$ cat src/rtl/dsp48_pkg.sv
// Shared constants and FSM encoding for the DSP48A1 MAC sequencer.
package dsp48_pkg;

  localparam logic [7:0] OPM_MUL  = 8'h01;  // P = A*B
  localparam logic [7:0] OPM_MAC  = 8'h09;  // P = P + A*B
  localparam logic [7:0] OPM_ZERO = 8'h00;

  typedef enum logic [1:0] {
    ST_IDLE   = 2'd0,
    ST_STREAM = 2'd1,
    ST_DRAIN  = 2'd2,
    ST_HOLD   = 2'd3
  } state_t;

  // Drain counter start value; DRAIN lasts LATENCY cycles including the capture cycle.
  function automatic logic [2:0] drain_init(input int latency);
    return 3'(latency - 1);
  endfunction

endpackage

$ cat src/rtl/dsp_ce_delay_line.sv
// Clock-enabled shift register with asynchronous reset; DEPTH=0 is a plain wire.
module dsp_ce_delay_line #(
  parameter int WIDTH = 8,
  parameter int DEPTH = 2
) (
  input  logic             CLK,
  input  logic             RST,
  input  logic             i_ce,
  input  logic [WIDTH-1:0] i_d,
  output logic [WIDTH-1:0] o_q
);

  generate
    if (DEPTH == 0) begin : g_bypass
      assign o_q = i_d;
    end else begin : g_pipe
      logic [WIDTH-1:0] r_stage [DEPTH];

      // Stages advance only together with the slice registers they shadow.
      always_ff @(posedge CLK or posedge RST) begin
        if (RST) begin
          for (int i = 0; i < DEPTH; i++) begin
            r_stage[i] <= {WIDTH{1'b0}};
          end
        end else if (i_ce) begin
          r_stage[0] <= i_d;
          for (int i = 1; i < DEPTH; i++) begin
            r_stage[i] <= r_stage[i-1];
          end
        end
      end

      assign o_q = r_stage[DEPTH-1];
    end
  endgenerate

endmodule

$ cat src/rtl/dsp48_mac_sequencer.sv
// Streams operand pairs into a DSP48A1 slice as MUL-then-MAC and returns one
// dot product per sequence after the slice pipeline has drained.
module dsp48_mac_sequencer
  import dsp48_pkg::*;
#(
  parameter int WIDTH   = 18,
  parameter int PWIDTH  = 48,
  parameter int LATENCY = 4,
  parameter int OPM_DLY = 2,
  parameter int CNTW    = 8
) (
  input  logic              CLK,
  input  logic              RST,
  input  logic              in_valid,
  output logic              in_ready,
  input  logic [WIDTH-1:0]  in_a,
  input  logic [WIDTH-1:0]  in_b,
  input  logic              in_last,
  output logic [WIDTH-1:0]  dsp_a,
  output logic [WIDTH-1:0]  dsp_b,
  output logic [7:0]        dsp_opmode,
  output logic              dsp_ce,
  input  logic [PWIDTH-1:0] dsp_p,
  output logic              out_valid,
  input  logic              out_ready,
  output logic [PWIDTH-1:0] out_p,
  output logic [CNTW-1:0]   out_count
);

  localparam logic [2:0]      DRAIN_INIT = drain_init(LATENCY);
  localparam logic [CNTW-1:0] CNT_ONE    = CNTW'(1);
  localparam logic [CNTW-1:0] CNT_MAX    = {CNTW{1'b1}};

  state_t          r_state;
  logic [CNTW-1:0] r_count;
  logic [2:0]      r_drain;
  logic            w_accept;
  logic            w_ce;
  logic [7:0]      w_opm_issue;

  // Handshake, slice clock enable and the opmode entering the delay line.
  always_comb begin
    in_ready    = 1'b0;
    w_ce        = 1'b0;
    w_opm_issue = OPM_ZERO;
    case (r_state)
      ST_IDLE: begin
        in_ready    = ~RST;
        w_ce        = in_valid & ~RST;
        w_opm_issue = OPM_MUL;
      end
      ST_STREAM: begin
        in_ready    = ~RST;
        w_ce        = in_valid & ~RST;
        w_opm_issue = OPM_MAC;
      end
      ST_DRAIN: begin
        w_ce        = ~RST;
        w_opm_issue = OPM_MAC;
      end
      ST_HOLD: begin
        w_ce        = 1'b0;
        w_opm_issue = OPM_ZERO;
      end
      default: begin
        w_ce        = 1'b0;
        w_opm_issue = OPM_ZERO;
      end
    endcase
  end

  assign w_accept = in_valid & in_ready;
  assign dsp_ce   = w_ce;
  assign dsp_a    = w_accept ? in_a : {WIDTH{1'b0}};
  assign dsp_b    = w_accept ? in_b : {WIDTH{1'b0}};

  dsp_ce_delay_line #(
    .WIDTH (8),
    .DEPTH (OPM_DLY)
  ) u_opm_dly (
    .CLK  (CLK),
    .RST  (RST),
    .i_ce (w_ce),
    .i_d  (w_opm_issue),
    .o_q  (dsp_opmode)
  );

  // Sequence FSM with registered result outputs.
  always_ff @(posedge CLK or posedge RST) begin
    if (RST) begin
      r_state   <= ST_IDLE;
      r_count   <= {CNTW{1'b0}};
      r_drain   <= 3'd0;
      out_valid <= 1'b0;
      out_p     <= {PWIDTH{1'b0}};
      out_count <= {CNTW{1'b0}};
    end else begin
      case (r_state)
        ST_IDLE: begin
          if (w_accept) begin
            r_count <= CNT_ONE;
            if (in_last) begin
              r_drain <= DRAIN_INIT;
              r_state <= ST_DRAIN;
            end else begin
              r_state <= ST_STREAM;
            end
          end
        end
        ST_STREAM: begin
          if (w_accept) begin
            r_count <= (r_count == CNT_MAX) ? r_count : r_count + CNT_ONE;
            if (in_last) begin
              r_drain <= DRAIN_INIT;
              r_state <= ST_DRAIN;
            end
          end
        end
        ST_DRAIN: begin
          // The last product reaches P one edge before the counter expires.
          if (r_drain == 3'd0) begin
            out_p     <= dsp_p;
            out_count <= r_count;
            out_valid <= 1'b1;
            r_state   <= ST_HOLD;
          end else begin
            r_drain <= r_drain - 3'd1;
          end
        end
        ST_HOLD: begin
          if (out_ready) begin
            out_valid <= 1'b0;
            r_state   <= ST_IDLE;
          end
        end
        default: begin
          r_state <= ST_IDLE;
        end
      endcase
    end
  end

endmodule

$ cat config.mk
export PLATFORM = sky130hd
export DESIGN_NAME = dsp48_mac_sequencer
export DESIGN_NICKNAME = d
export VERILOG_FILES = /design/src/rtl/dsp48_pkg.sv /design/src/rtl/dsp_ce_delay_line.sv /design/src/rtl/dsp48_mac_sequencer.sv
export SDC_FILE = /design/constraint.sdc
export NUM_CORES = 1
export LEC_CHECK = 0
export CORE_ASPECT_RATIO = 2
export CORE_MARGIN = 2
export CORE_UTILIZATION = 39
export CTS_CLUSTER_SIZE = 28
export DETAILED_ROUTE_END_ITERATION = 6
export PLACE_DENSITY = 0.79
export SLEW_MARGIN = 10
export SYNTH_ARGS = -nofsm -noshare
export SYNTH_HDL_FRONTEND = slang
export SYNTH_SLANG_ARGS = --single-unit
$ cat constraint.sdc
create_clock -name CLK -period 3.1 [get_ports CLK]
set_input_delay 0.62 -clock CLK [delete_from_list [all_inputs] [get_ports CLK]]
set_output_delay 0.62 -clock CLK [all_outputs]
set_load 0.005 [all_outputs]
Word-level counts from Yosys, hierarchy flattened
Cells that the tools add are included.
{"block": "word_totals", "in_bits": 89, "regBits": 86, "latch_bits": 0, "n_memories": 0, "mem_bits_ro": 0, "word_cells": 61, "out_inout_bits": 103, "ramBits": 0}
{"block": "op_classes", "addsub": 2, "shifts": 0, "div": 0, "n_lt_le_gt_ge": 0, "n_mul": 0, "reduce_logical": 12, "eq_ne": 13, "mux": 23, "bitwise_logic": 3}
{"cell": "18-bit two-way mux", "n": 2}
{"cell": "8-bit two-way mux", "n": 3}
{"cell": "8-bit one-hot mux with 3 select lines", "n": 1}
{"cell": "8-bit one-hot mux with 2 select lines", "n": 1}
{"cell": "2-bit != test, second input constant", "n": 7}
{"cell": "2-bit two-way mux", "n": 6}
{"cell": "3-bit two-way mux", "n": 3}
{"cell": "8-bit by 1-bit adder with 8-bit output, second input constant", "n": 1}
{"cell": "8-bit equality test, second input constant", "n": 1}
{"cell": "2-bit one-hot mux with 4 select lines", "n": 1}
{"cell": "4-bit AND reduction", "n": 2}
{"cell": "3-bit one-hot mux with 2 select lines", "n": 1}
{"cell": "2-bit nonzero test", "n": 3}
{"cell": "5-bit AND reduction", "n": 1}
{"cell": "2-bit equality test, second input constant", "n": 2}
{"cell": "2-bit by 1-bit != test with 1-bit output, second input constant", "n": 2}
{"cell": "2-bit OR reduction", "n": 2}
{"cell": "3-bit logical NOT", "n": 1}
{"cell": "1-bit two-way mux", "n": 3}
{"cell": "1-bit one-hot mux with 3 select lines", "n": 1}
{"cell": "3-bit AND reduction", "n": 1}
{"cell": "3-bit by 1-bit subtractor with 3-bit output, second input constant", "n": 1}
{"cell": "1-bit bitwise AND", "n": 2}
{"cell": "2-bit by 1-bit equality test with 1-bit output, second input constant", "n": 1}
{"cell": "4 further kinds", "n": 4}

Logic depth before layout (Yosys ltp)
Gate-level depths: netlist of run 1.
{"block": "logic_depth", "depth_word": 6, "ltp_mapped": 7, "depth_no_buf": 6}

Hierarchy
Synthesis of run 1 repeated with hierarchy kept, for this count alone.
{"block": "unflattened", "cells_unflattened": 310, "hier_area_um2": 3966.3}
{"mod": "dsp48_mac_sequencer", "area_each_um2": 3253.1, "cells_per_inst": 267, "instances": 1, "seq_area_each_um2": 1751.7}
{"mod": "dsp_ce_delay_line", "area_each_um2": 713.2, "cells_per_inst": 43, "instances": 1, "seq_area_each_um2": 400.4}

Worst setup path after synthesis of run 1
Ideal clock, no wire load.
{"block": "synth_path", "path_type": "register to output", "from": "register r_state[0]", "to": "output port dsp_a[14]", "setup_slack_ns": 0.941, "t_arrival_ns": 1.539, "stages_incl_launch_ff": 7, "required_time_ns": 2.480, "n_path_buf": 2, "cell_sequence": "dfrtp_1 -> inv_1 -> ha_1 -> or2_4 -> buf_2 -> clkbuf_1 -> and3_1"}
{"block": "synth_via", "elab_chain_len": 5, "word_cells_on_any_way": 6, "cone_classes": "1 x eq/ne; 2 x mux; 1 x bitwise; 2 x reduce/logical"}
{"element": "start: declaration", "line": "dsp48_mac_sequencer.sv:34", "rtl": "state_t r_state;"}
{"element": "start signal: assignment", "line": "dsp48_mac_sequencer.sv:91", "rtl": "r_state <= ST_IDLE;"}
{"element": "start signal: assignment", "line": "dsp48_mac_sequencer.sv:104", "rtl": "r_state <= ST_DRAIN;"}
{"element": "start signal: assignment", "line": "dsp48_mac_sequencer.sv:106", "rtl": "r_state <= ST_STREAM;"}
{"element": "2-bit by 1-bit equality test with 1-bit output or 2-bit logical NOT (tied branches)", "line": "dsp48_mac_sequencer.sv:46", "rtl": "case (r_state)"}
{"element": "2-bit OR reduction (no source line) (*)"}
{"element": "1-bit two-way mux (*)"}
{"element": "1-bit bitwise AND (*)", "line": "dsp48_mac_sequencer.sv:72", "rtl": "assign w_accept = in_valid & in_ready;"}
{"element": "18-bit two-way mux (*)", "line": "dsp48_mac_sequencer.sv:74", "rtl": "assign dsp_a = w_accept ? in_a : {WIDTH{1'b0}};"}
{"element": "end: declaration", "line": "dsp48_mac_sequencer.sv:19", "rtl": "output logic [WIDTH-1:0] dsp_a,"}
Every way passes the cells marked *; elsewhere a longest branch is shown, timed or not.

Worst setup path in the final report of run 1
{"block": "layout_path", "from": "register r_state[0]", "to": "output port dsp_a[11]"}
Same word-level chain as after synthesis.

==> flow_summary.yaml, run 1 <==
final_layout:
  layout_commonest_cell: "clkdlybuf4s50_1"
  drive_gt1_share_pct: 17.7
  final_cell_mix: "clkdlybuf4s50_1, dfrtp_1, mux2_2"
  antennaDiodeCount: 0
  final_util_pct: 65.0
  syn2layout_area_growth_pct: 65.0
  nets: 573
  nFillCells: 718
worst_setup_path:
  r2r_cells: 6
  crit_chain: "inv_1 > ha_1 > or2_4 > and3_1 > clkdlybuf4s50_1"
  cp.depth: 5
  path_max_fanout: 39
  slowest_delay_ns: 0.51
  worst-setup-path-type: "flip-flop to output pin"
  cpLargestDelayFamily: "buffers and inverters"
  arrival_ns: 2.29
  endpoint_kind: "output pin"
  startpoint_type: "flip-flop"
  slowest_stage: "clkdlybuf4s50_1"
  path_buf_inv: 2
  cp.required_ns: 2.48
logic_synthesis:
  synth_area_leader_cell: "dfrtp_1"
  ys_seq_area_share_pct: 52.9
  synth_top_area_share_pct: 52.9
  ys_warn_count: 0
  ys_ff_latch: 74
  syn-cell-area_sq_um: 3500
  yosysUniqueCellTypes: 39
  avgSynthCellArea_sq_um: 12.0
  synthCells: 291
  synthTopCellsByArea: "dfrtp_1, mux2_2, and3_1, ha_1, buf_4"
cts:
  cts_tree: "done"
  postCtsSetupRepairBufs: 0
  h-tree-depth: 3
  cts_resized: 0
  numClockSinks: 74
  cts_hold_buffers: 0
  clk_latency_ns: 0.33
  clock_path_buffers: 2
  cts_buffers: 9
  clk_pin_slew_ns: 0.05
  cts_root_buffer: "clkbuf_16"
timing:
  clock_skew_ns: 0.00358
  setup_viol: 0
  relSlewSlack_pct: 54.8
  layout_setup_ws_ns: 0.190
  min_period_ns: 2.91
  drv_slew: 0
  setup_tns_ns: 0
  max_freq_mhz: 344
  finalHoldViolations: 0
  rsz0062_at_grt: "no"
  max_slew.worst_pin.slew_ns: 0.677
  fin_crit_sh_pct: 93.9
power:
  ir_drop_uv: 362
  p_switching_uw: 1340
  pwr-share-seq_pct: 34.7
  power_density_nw_per_um2: 828
  power_leakage_uw: 0.00256
  p_int_uw: 3440
  comb_power_share_pct: 42.2
  swShare_pct: 28.0
  pwr-share-clk_pct: 23.0
min_path:
  whs_path_depth: 2
  hold_path_class: "flip-flop to flip-flop"
floorplan:
  row_count: 49
  start_util_pct: 39.4
  ios: 192
  die_w_microns: 71.0
  die-area_sq_um: 9800
  die_h_microns: 138
  core_area_sq_um: 8890
grt:
  grt_usage_pct: 18.8
  antenna_found_initial: 0
  grt_max_degree: 40
  grt_pass1_vias: 3055
  gr-total-overflow: 0
  grt_pass1_wl_microns: 14400
route:
  drc_errors: 0
  wirelength_microns: 9080
  routedWlPerCell_microns: 15.6
  firstDrtPassIters: 4
  drtIter0Drc: 115
  via_per_inst: 5.00
  vias: 2912
  ant_nets: 0
outcome:
  status: "completed"
placed_design:
  dp_slack_ns: 0.247
  dp_hpwl_microns: 7130
  place_congestion: 0.857
  port_buffers: 185
flow_run:
  maxCapViolCount: 0
cell type report:
type	instances	area, sq um	share of cell area, %
timing repair buffer	194	1940	33.7
sequential	74	1850	32.1
multi-input combinational	188	1500	25.9
clock buffer	13	260	4.51
tap	102	128	2.21
clock inverter	2	60.1	1.04
inverter	9	33.8	0.585
synthesized netlist by cell type:
cell	instances
nand3b_1	1
and4_1	1
a21o_1	1
nand2b_1	4
nand2b_4	1
nand2_1	12
nand3_1	3
mux2_2	58
a221oi_4	1
a211oi_1	1
a41oi_1	1
conb_1	1
inv_1	9
o211ai_1	2
buf_2	9
buf_4	8
a21oi_2	1
and3_1	38
nor2_1	10
nor3_1	1
and2_1	1
nor2b_1	2
dfrtp_1	74
a21boi_0	1
o22ai_1	2
nor4b_1	1
ha_1	8
mux2i_1	5
a22o_1	1
o21ai_0	5
or3_1	1
or2_4	1
a2bb2oi_1	2
o21ai_1	2
nand4b_1	2
a31oi_1	2
clkbuf_1	7
a21oi_1	10
clkbuf_2	1
power groups by stage:
stage / Sequential (uW) / Combinational (uW) / Clock [uW]
after CTS: 1670 / 2060 / 1130
after detailed placement: 1680 / 2050 / 0
after floorplan: 1680 / 855 / 0
final: 1660 / 2020 / 1100
after global routing: 1720 / 2190 / 1180
after global placement: 1650 / 2000 / 0
cell families after synthesis:
group / after synthesis / synth area share, %
mux: 63 / 20.1
flops: 74 / 52.9
other cells: 1 / 0.107
simple gates: 79 / 13.0
compound gates: 32 / 6.22
fa+ha+maj: 8 / 2.86
buf+inv: 34 / 4.86
tightest hold or removal path: stages, from the launching register on:
cell     delay (ns)
dfrtp_1        0.34
nand2_1        0.04
o21ai_0        0.05
flip-flops by register name, summed over array words and instances (netlist names):
register / count
u_opm_dly.g_pipe.r_stage: 2
r_drain: 3
out_count: 8
u_opm_dly.o_q: 2
out_valid: 1
out_p: 48
r_count: 8
r_state: 2
per-layer routing:
metal / share of wire, % / vias to the layer above / wire [microns] / track usage, %
met4: 2.7 / 0 / 241 / 8.44
met3: 7.8 / 17 / 705 / 4.74
met2: 57 / 156 / 5130 / 36.3
li1: - / 1376 / - / -
met5: 0 / - / 0 / 0
met1: 33 / 1363 / 2990 / 17.7
through the flow:
step                total power, uW  hold slack, ns  instances  cell area (sq um)
floorplan                      2530           0.473        296               3520
global placement               3650           0.466        567               5460
detailed placement             3730           0.472        567               5460
CTS                            4860           0.484        582               5780
global route                   5090           0.508        582               5780
finish                         4780           0.474        582               5780
path summary, 6_finish.rpt:
path / from / to / slack, ns
setup / recovery: r_state[0]$_DFFE_PP0P_ / dsp_a[11] / 0.19
hold / removal: out_count[5]$_DFFE_PP0N_ / out_count[5]$_DFFE_PP0N_ / 0.47
setup reg to reg: r_state[0]$_DFFE_PP0P_ / r_drain[2]$_DFFE_PP0P_ / 0.93
hold reg to reg: out_count[5]$_DFFE_PP0N_ / out_count[5]$_DFFE_PP0N_ / 0.47
max in group asynchronous: RST / out_p[33]$_DFFE_PP0N_ / 1.49
min in group asynchronous: RST / r_drain[1]$_DFFE_PP0P_ / 0.92
Note: power is estimated with default switching activity, not from simulation.
==> inputs of run 2 (changes only) <==
- CAP_MARGIN: not set -> 25
- CORE_MARGIN: 2 -> 4
- PLACE_DENSITY: 0.79 -> 0.85
==> run 2 against run 1 <==
Compared with the run above:
- via count increased by 1.3%
- hold slack improved by 0.018 ns
- total power about the same
- utilization increased by 1.2 points
- wire length increased by 5.6%
- first-iteration DRC count decreased by 37%
- combinational power about the same
- largest power group unchanged
- highest routed layer unchanged
==> flow_summary.yaml, run 2 (synthesized netlist as in run 1, its figures left out) <==
outcome:
  status: "completed"
final_layout:
  syn2layout_area_growth_pct: 64.7
  nets: 572
  largest_reg_flops: 48
  final_util_pct: 66.2
  final_cell_mix: "clkdlybuf4s50_1, dfrtp_1, mux2_2"
  final_cell_area_sq_um: 5770
  top_register: "out_p"
  drive_gt1_share_pct: 17.9
  nFillCells: 679
  reg.largest.list: "out_p: 48 flops, out_count: 8 flops, r_count: 8 flops"
  layout_commonest_cell: "clkdlybuf4s50_1"
  antennaDiodeCount: 0
worst_setup_path:
  path_max_fanout: 39
  r2r_slack_ns: 0.96
  r2r_cells: 6
  arrival_ns: 2.30
  cp.required_ns: 2.48
  r2r-start: "r_state[0]$_DFFE_PP0P_"
  worst-setup-path-type: "flip-flop to output pin"
  startpoint_type: "flip-flop"
  r2r_end: "r_drain[2]$_DFFE_PP0P_"
  endpoint_kind: "output pin"
cts:
  postCtsSetupRepairBufs: 0
  clk_latency_ns: 0.32
  cts_hold_buffers: 0
  cts_root_buffer: "clkbuf_16"
  clk_pin_slew_ns: 0.05
  h-tree-depth: 3
  cts_buffers: 9
  cts_resized: 0
  clock_path_buffers: 2
  cts_tree: "done"
  numClockSinks: 74
power:
  p_switching_uw: 1360
  pwr-share-seq_pct: 34.9
  power.total_uw: 4780
  p_int_uw: 3420
  ir_drop_uv: 393
  power_leakage_uw: 0.00255
  power_density_nw_per_um2: 829
  pwr-share-clk_pct: 22.7
  swShare_pct: 28.4
  comb_power_share_pct: 42.4
timing:
  relSlewSlack_pct: 62.8
  fin_crit_sh_pct: 94.3
  clock_skew_ns: 0.00525
  rsz0062_at_grt: "no"
  finalHoldViolations: 0
  layout_setup_ws_ns: 0.176
  min_period_ns: 2.92
  max_slew.worst_pin.slew_ns: 0.557
  setup_tns_ns: 0
  max_freq_mhz: 342
  drv_slew: 0
  setup_viol: 0
placed_design:
  placed_area_sq_um: 5450
  dp_slack_ns: 0.240
  port_buffers: 185
  place_congestion: 0.787
  dp_hpwl_microns: 7650
floorplan:
  ios: 192
  start_util_pct: 40.2
  die-area_sq_um: 10700
  row_count: 48
  core_area_sq_um: 8710
  die_w_microns: 75.0
  die_h_microns: 142
grt:
  grt_usage_pct: 18.3
  antenna_found_initial: 0
  gr-total-overflow: 0
  grt_pass1_wl_microns: 14700
  grt_max_degree: 75
  grt_pass1_vias: 3177
route:
  wirelength_microns: 9580
  ant_nets: 0
  routedWlPerCell_microns: 16.5
  via_per_inst: 5.09
  drc_errors: 0
  vias: 2950
  firstDrtPassIters: 4
  drtIter0Drc: 73
min_path:
  holdCritStartpoint: "out_count[5]$_DFFE_PP0N_"
  hold_path_end: "out_count[5]$_DFFE_PP0N_"
  whs_path_depth: 2
  hold_path_class: "flip-flop to flip-flop"
flow_run:
  maxCapViolCount: 0
## run 2: per-layer routing
metal / vias to the layer above / GRT usage [%] / routed length [microns]
li1: 1387 / - / -
met5: - / 0 / 0
met3: 19 / 5.02 / 895
met2: 165 / 33.4 / 5260
met1: 1379 / 17.3 / 3020
met4: 0 / 10.5 / 410
## run 2: worst max path at each step
stage                      startpoint                        to  slack, ns  depth (start not counted)
6_report       r_state[1]$_DFFE_PP0P_                  dsp_b[5]       0.18                          5
5_1_grt        r_state[1]$_DFFE_PP0P_                  dsp_b[5]       0.03                          5
4_1_cts        r_state[1]$_DFFE_PP0P_                  dsp_b[5]       0.13                          5
3_5_place_dp                 in_valid                  dsp_b[5]       0.24                          5
3_3_place_gp                 in_valid                 dsp_b[10]       0.26                          5
2_1_floorplan                     RST  out_count[0]$_DFFE_PP0N_       0.60                          1
## run 2: layout make-up
cell class,count,area [sq um],area share [%]
Timing Repair Buffer,193,1940,33.6
Clock inverter,5,77.6,1.35
Multi-Input combinational cell,188,1500,26.0
Inverter,9,33.8,0.586
Sequential cell,74,1850,32.1
Tap cell,100,125,2.17
Clock buffer,11,243,4.21
## run 2: power by group through the flow
stage | combinational [uW] | sequential, uW | clock, uW
3_3_place_gp | 2000 | 1650 | 0
3_5_place_dp | 2060 | 1690 | 0
6_report | 2030 | 1670 | 1090
2_1_floorplan | 855 | 1680 | 0
4_1_cts | 2070 | 1670 | 1120
5_1_grt | 2210 | 1720 | 1160
## run 2: critical path, cell delays in order, from the launching register on
cell             delay (ns)
dfrtp_1                0.47
inv_1                  0.14
ha_1                   0.27
or2_4                  0.37
and3_1                 0.21
clkdlybuf4s50_1        0.52
## run 2: per-stage QoR
step / std cells / hold WS, ns
finish: 580 / 0.492
global placement: 564 / 0.466
global route: 580 / 0.515
floorplan: 296 / 0.473
CTS: 580 / 0.502
detailed placement: 564 / 0.485
==> inputs of run 3 (changes only) <==
- CORE_MARGIN: 4 -> 8
==> run 3 against run 2 <==
Compared with the run above:
- hold slack worse by 0.0083 ns
- sequential power about the same
- via count up 0.78%
==> flow_summary.yaml, run 3 (synthesized netlist as in run 1, its figures left out) <==
outcome:
  status: "completed"
final_layout:
  layout_commonest_cell: "clkdlybuf4s50_1"
  syn2layout_area_growth_pct: 65.3
  largest_reg_flops: 48
  nets: 573
  final_cell_mix: "clkdlybuf4s50_1, dfrtp_1, mux2_2"
  top_register: "out_p"
  reg.largest.list: "out_p: 48 flops, out_count: 8 flops, r_count: 8 flops"
  drive_gt1_share_pct: 18.3
  antennaDiodeCount: 0
route:
  drc_errors: 0
  drtIter0Drc: 65
  firstDrtPassIters: 4
  via_per_inst: 5.10
  wirelength_microns: 10700
  vias: 2973
  routedWlPerCell_microns: 18.4
  ant_nets: 0
cts:
  clk_latency_ns: 0.32
  numClockSinks: 74
  h-tree-depth: 3
  cts_buffers: 9
  cts_tree: "done"
  clock_path_buffers: 2
  clk_pin_slew_ns: 0.05
  postCtsSetupRepairBufs: 0
  cts_root_buffer: "clkbuf_16"
worst_setup_path:
  cp.required_ns: 2.48
  arrival_ns: 2.29
  crit_chain: "clkdlybuf4s50_1 > nor2b_1 > buf_12 > and3_1 > clkdlybuf4s50_1"
  endpoint_kind: "output pin"
  cpLargestDelayFamily: "buffers and inverters"
  r2r_end: "out_p[39]$_DFFE_PP0N_"
  slowest_stage: "clkdlybuf4s50_1"
  slowest_delay_ns: 0.53
  cp_common_cell: "clkdlybuf4s50_1"
  path_max_fanout: 38
  r2r_slack_ns: 0.84
  worst-setup-path-type: "input pin to output pin"
  r2r-start: "r_state[0]$_DFFE_PP0P_"
  startpoint_type: "input pin"
  r2r_cells: 5
  path_buf_inv: 3
timing:
  relSlewSlack_pct: 50.7
  setup_viol: 0
  max_freq_mhz: 344
  fin_crit_sh_pct: 93.8
  max_slew.worst_pin.slew_ns: 0.737
  drv_slew: 0
  finalHoldViolations: 0
  rsz0062_at_grt: "no"
  setup_tns_ns: 0
  holdWs_ns: 0.484
  clock_skew_ns: 0.00372
  min_period_ns: 2.91
placed_design:
  dp_hpwl_microns: 8590
  port_buffers: 185
  place_congestion: 0.851
grt:
  grt_pass1_wl_microns: 16800
  gr-total-overflow: 0
  grt_max_degree: 47
  grt_pass1_vias: 3406
  grt_usage_pct: 16.8
  antenna_found_initial: 0
flow_run:
  maxCapViolCount: 0
min_path:
  holdCritStartpoint: "out_count[5]$_DFFE_PP0N_"
  hold_path_end: "out_count[5]$_DFFE_PP0N_"
  whs_path_depth: 2
  hold_path_class: "flip-flop to flip-flop"
floorplan:
  ios: 192
  die_h_microns: 150
  core_area_sq_um: 8890
  row_count: 49
  die_w_microns: 83.0
  die-area_sq_um: 12500
  start_util_pct: 39.4
power:
  ir_drop_uv: 351
  power_density_nw_per_um2: 834
  power_leakage_uw: 0.00256
run 3: cell count changes in the layout (fill, tap and decap cells not counted):
| cell | change |
|---|---|
| clkinvlp_4 | +1 |
| or2_4 | +1 |
| buf_4 | -1 |
| clkbuf_8 | -1 |
| clkinv_4 | +1 |
| clkbuf_1 | -1 |
| buf_12 | +1 |
run 3: area by class of cell:
type / count / area, sq um
clock inverters: 7 / 93.8
fillers: 707 / 3100
repair buffers: 193 / 1950
flip-flops and latches: 74 / 1850
clock buffers: 9 / 225
inverters: 9 / 33.8
well taps: 102 / 128
multi-input cells: 189 / 1510
run 3: metrics by stage:
step / instance area [sq um] / utilization [%] / std cells / total power [uW] / setup slack [ns]
finish: 5790 / 65.1 / 583 / 4830 / 0.192
global route: 5790 / 65.1 / 583 / 5150 / 0.0922
CTS: 5780 / 65.0 / 582 / 4880 / 0.0939
detailed placement: 5460 / 61.4 / 566 / 3770 / 0.169
global placement: 5460 / 61.4 / 566 / 3670 / 0.210
floorplan: 3520 / - / 296 / 2530 / 0.598
run 3: timing repair:
item / in CTS / in global routing
endpoints found under the setup margin: 0 / 2
hold buffers: 0 / 0
gates resized for setup: 0 / 1
run 3: worst min-delay path, delay by kind of cell (launching register included):
kind,cells,cell delay [ns]
AO/OA/AOI/OAI,1,0.06
flip-flops,1,0.34
AND/OR/NAND/NOR,1,0.05
run 3: where the power goes:
part	internal (uW)	switching (uW)
Clock	702	381
Sequential	1400	259
Combinational	1310	772
Total	3420	1410
run 3: worst max-delay path by stage:
stage / start / to / slack, ns / cells past startpoint
2_1_floorplan: RST / out_count[0]$_DFFE_PP0N_ / 0.60 / 1
3_3_place_gp: in_valid / dsp_b[17] / 0.21 / 5
3_5_place_dp: in_valid / dsp_a[2] / 0.17 / 5
4_1_cts: r_state[1]$_DFFE_PP0P_ / dsp_a[2] / 0.09 / 5
5_1_grt: r_state[1]$_DFFE_PP0P_ / dsp_b[17] / 0.09 / 5
6_report: in_valid / dsp_a[2] / 0.19 / 5
run 3: per-layer routing:
layer | vias to the layer above | track usage, % | part of all wire (%)
li1 | 1381 | - | -
met5 | - | 0 | 0
met4 | 0 | 6.90 | 2.4
met2 | 162 | 31.9 | 55
met1 | 1409 | 14.7 | 33
met3 | 21 | 7.36 | 9.4
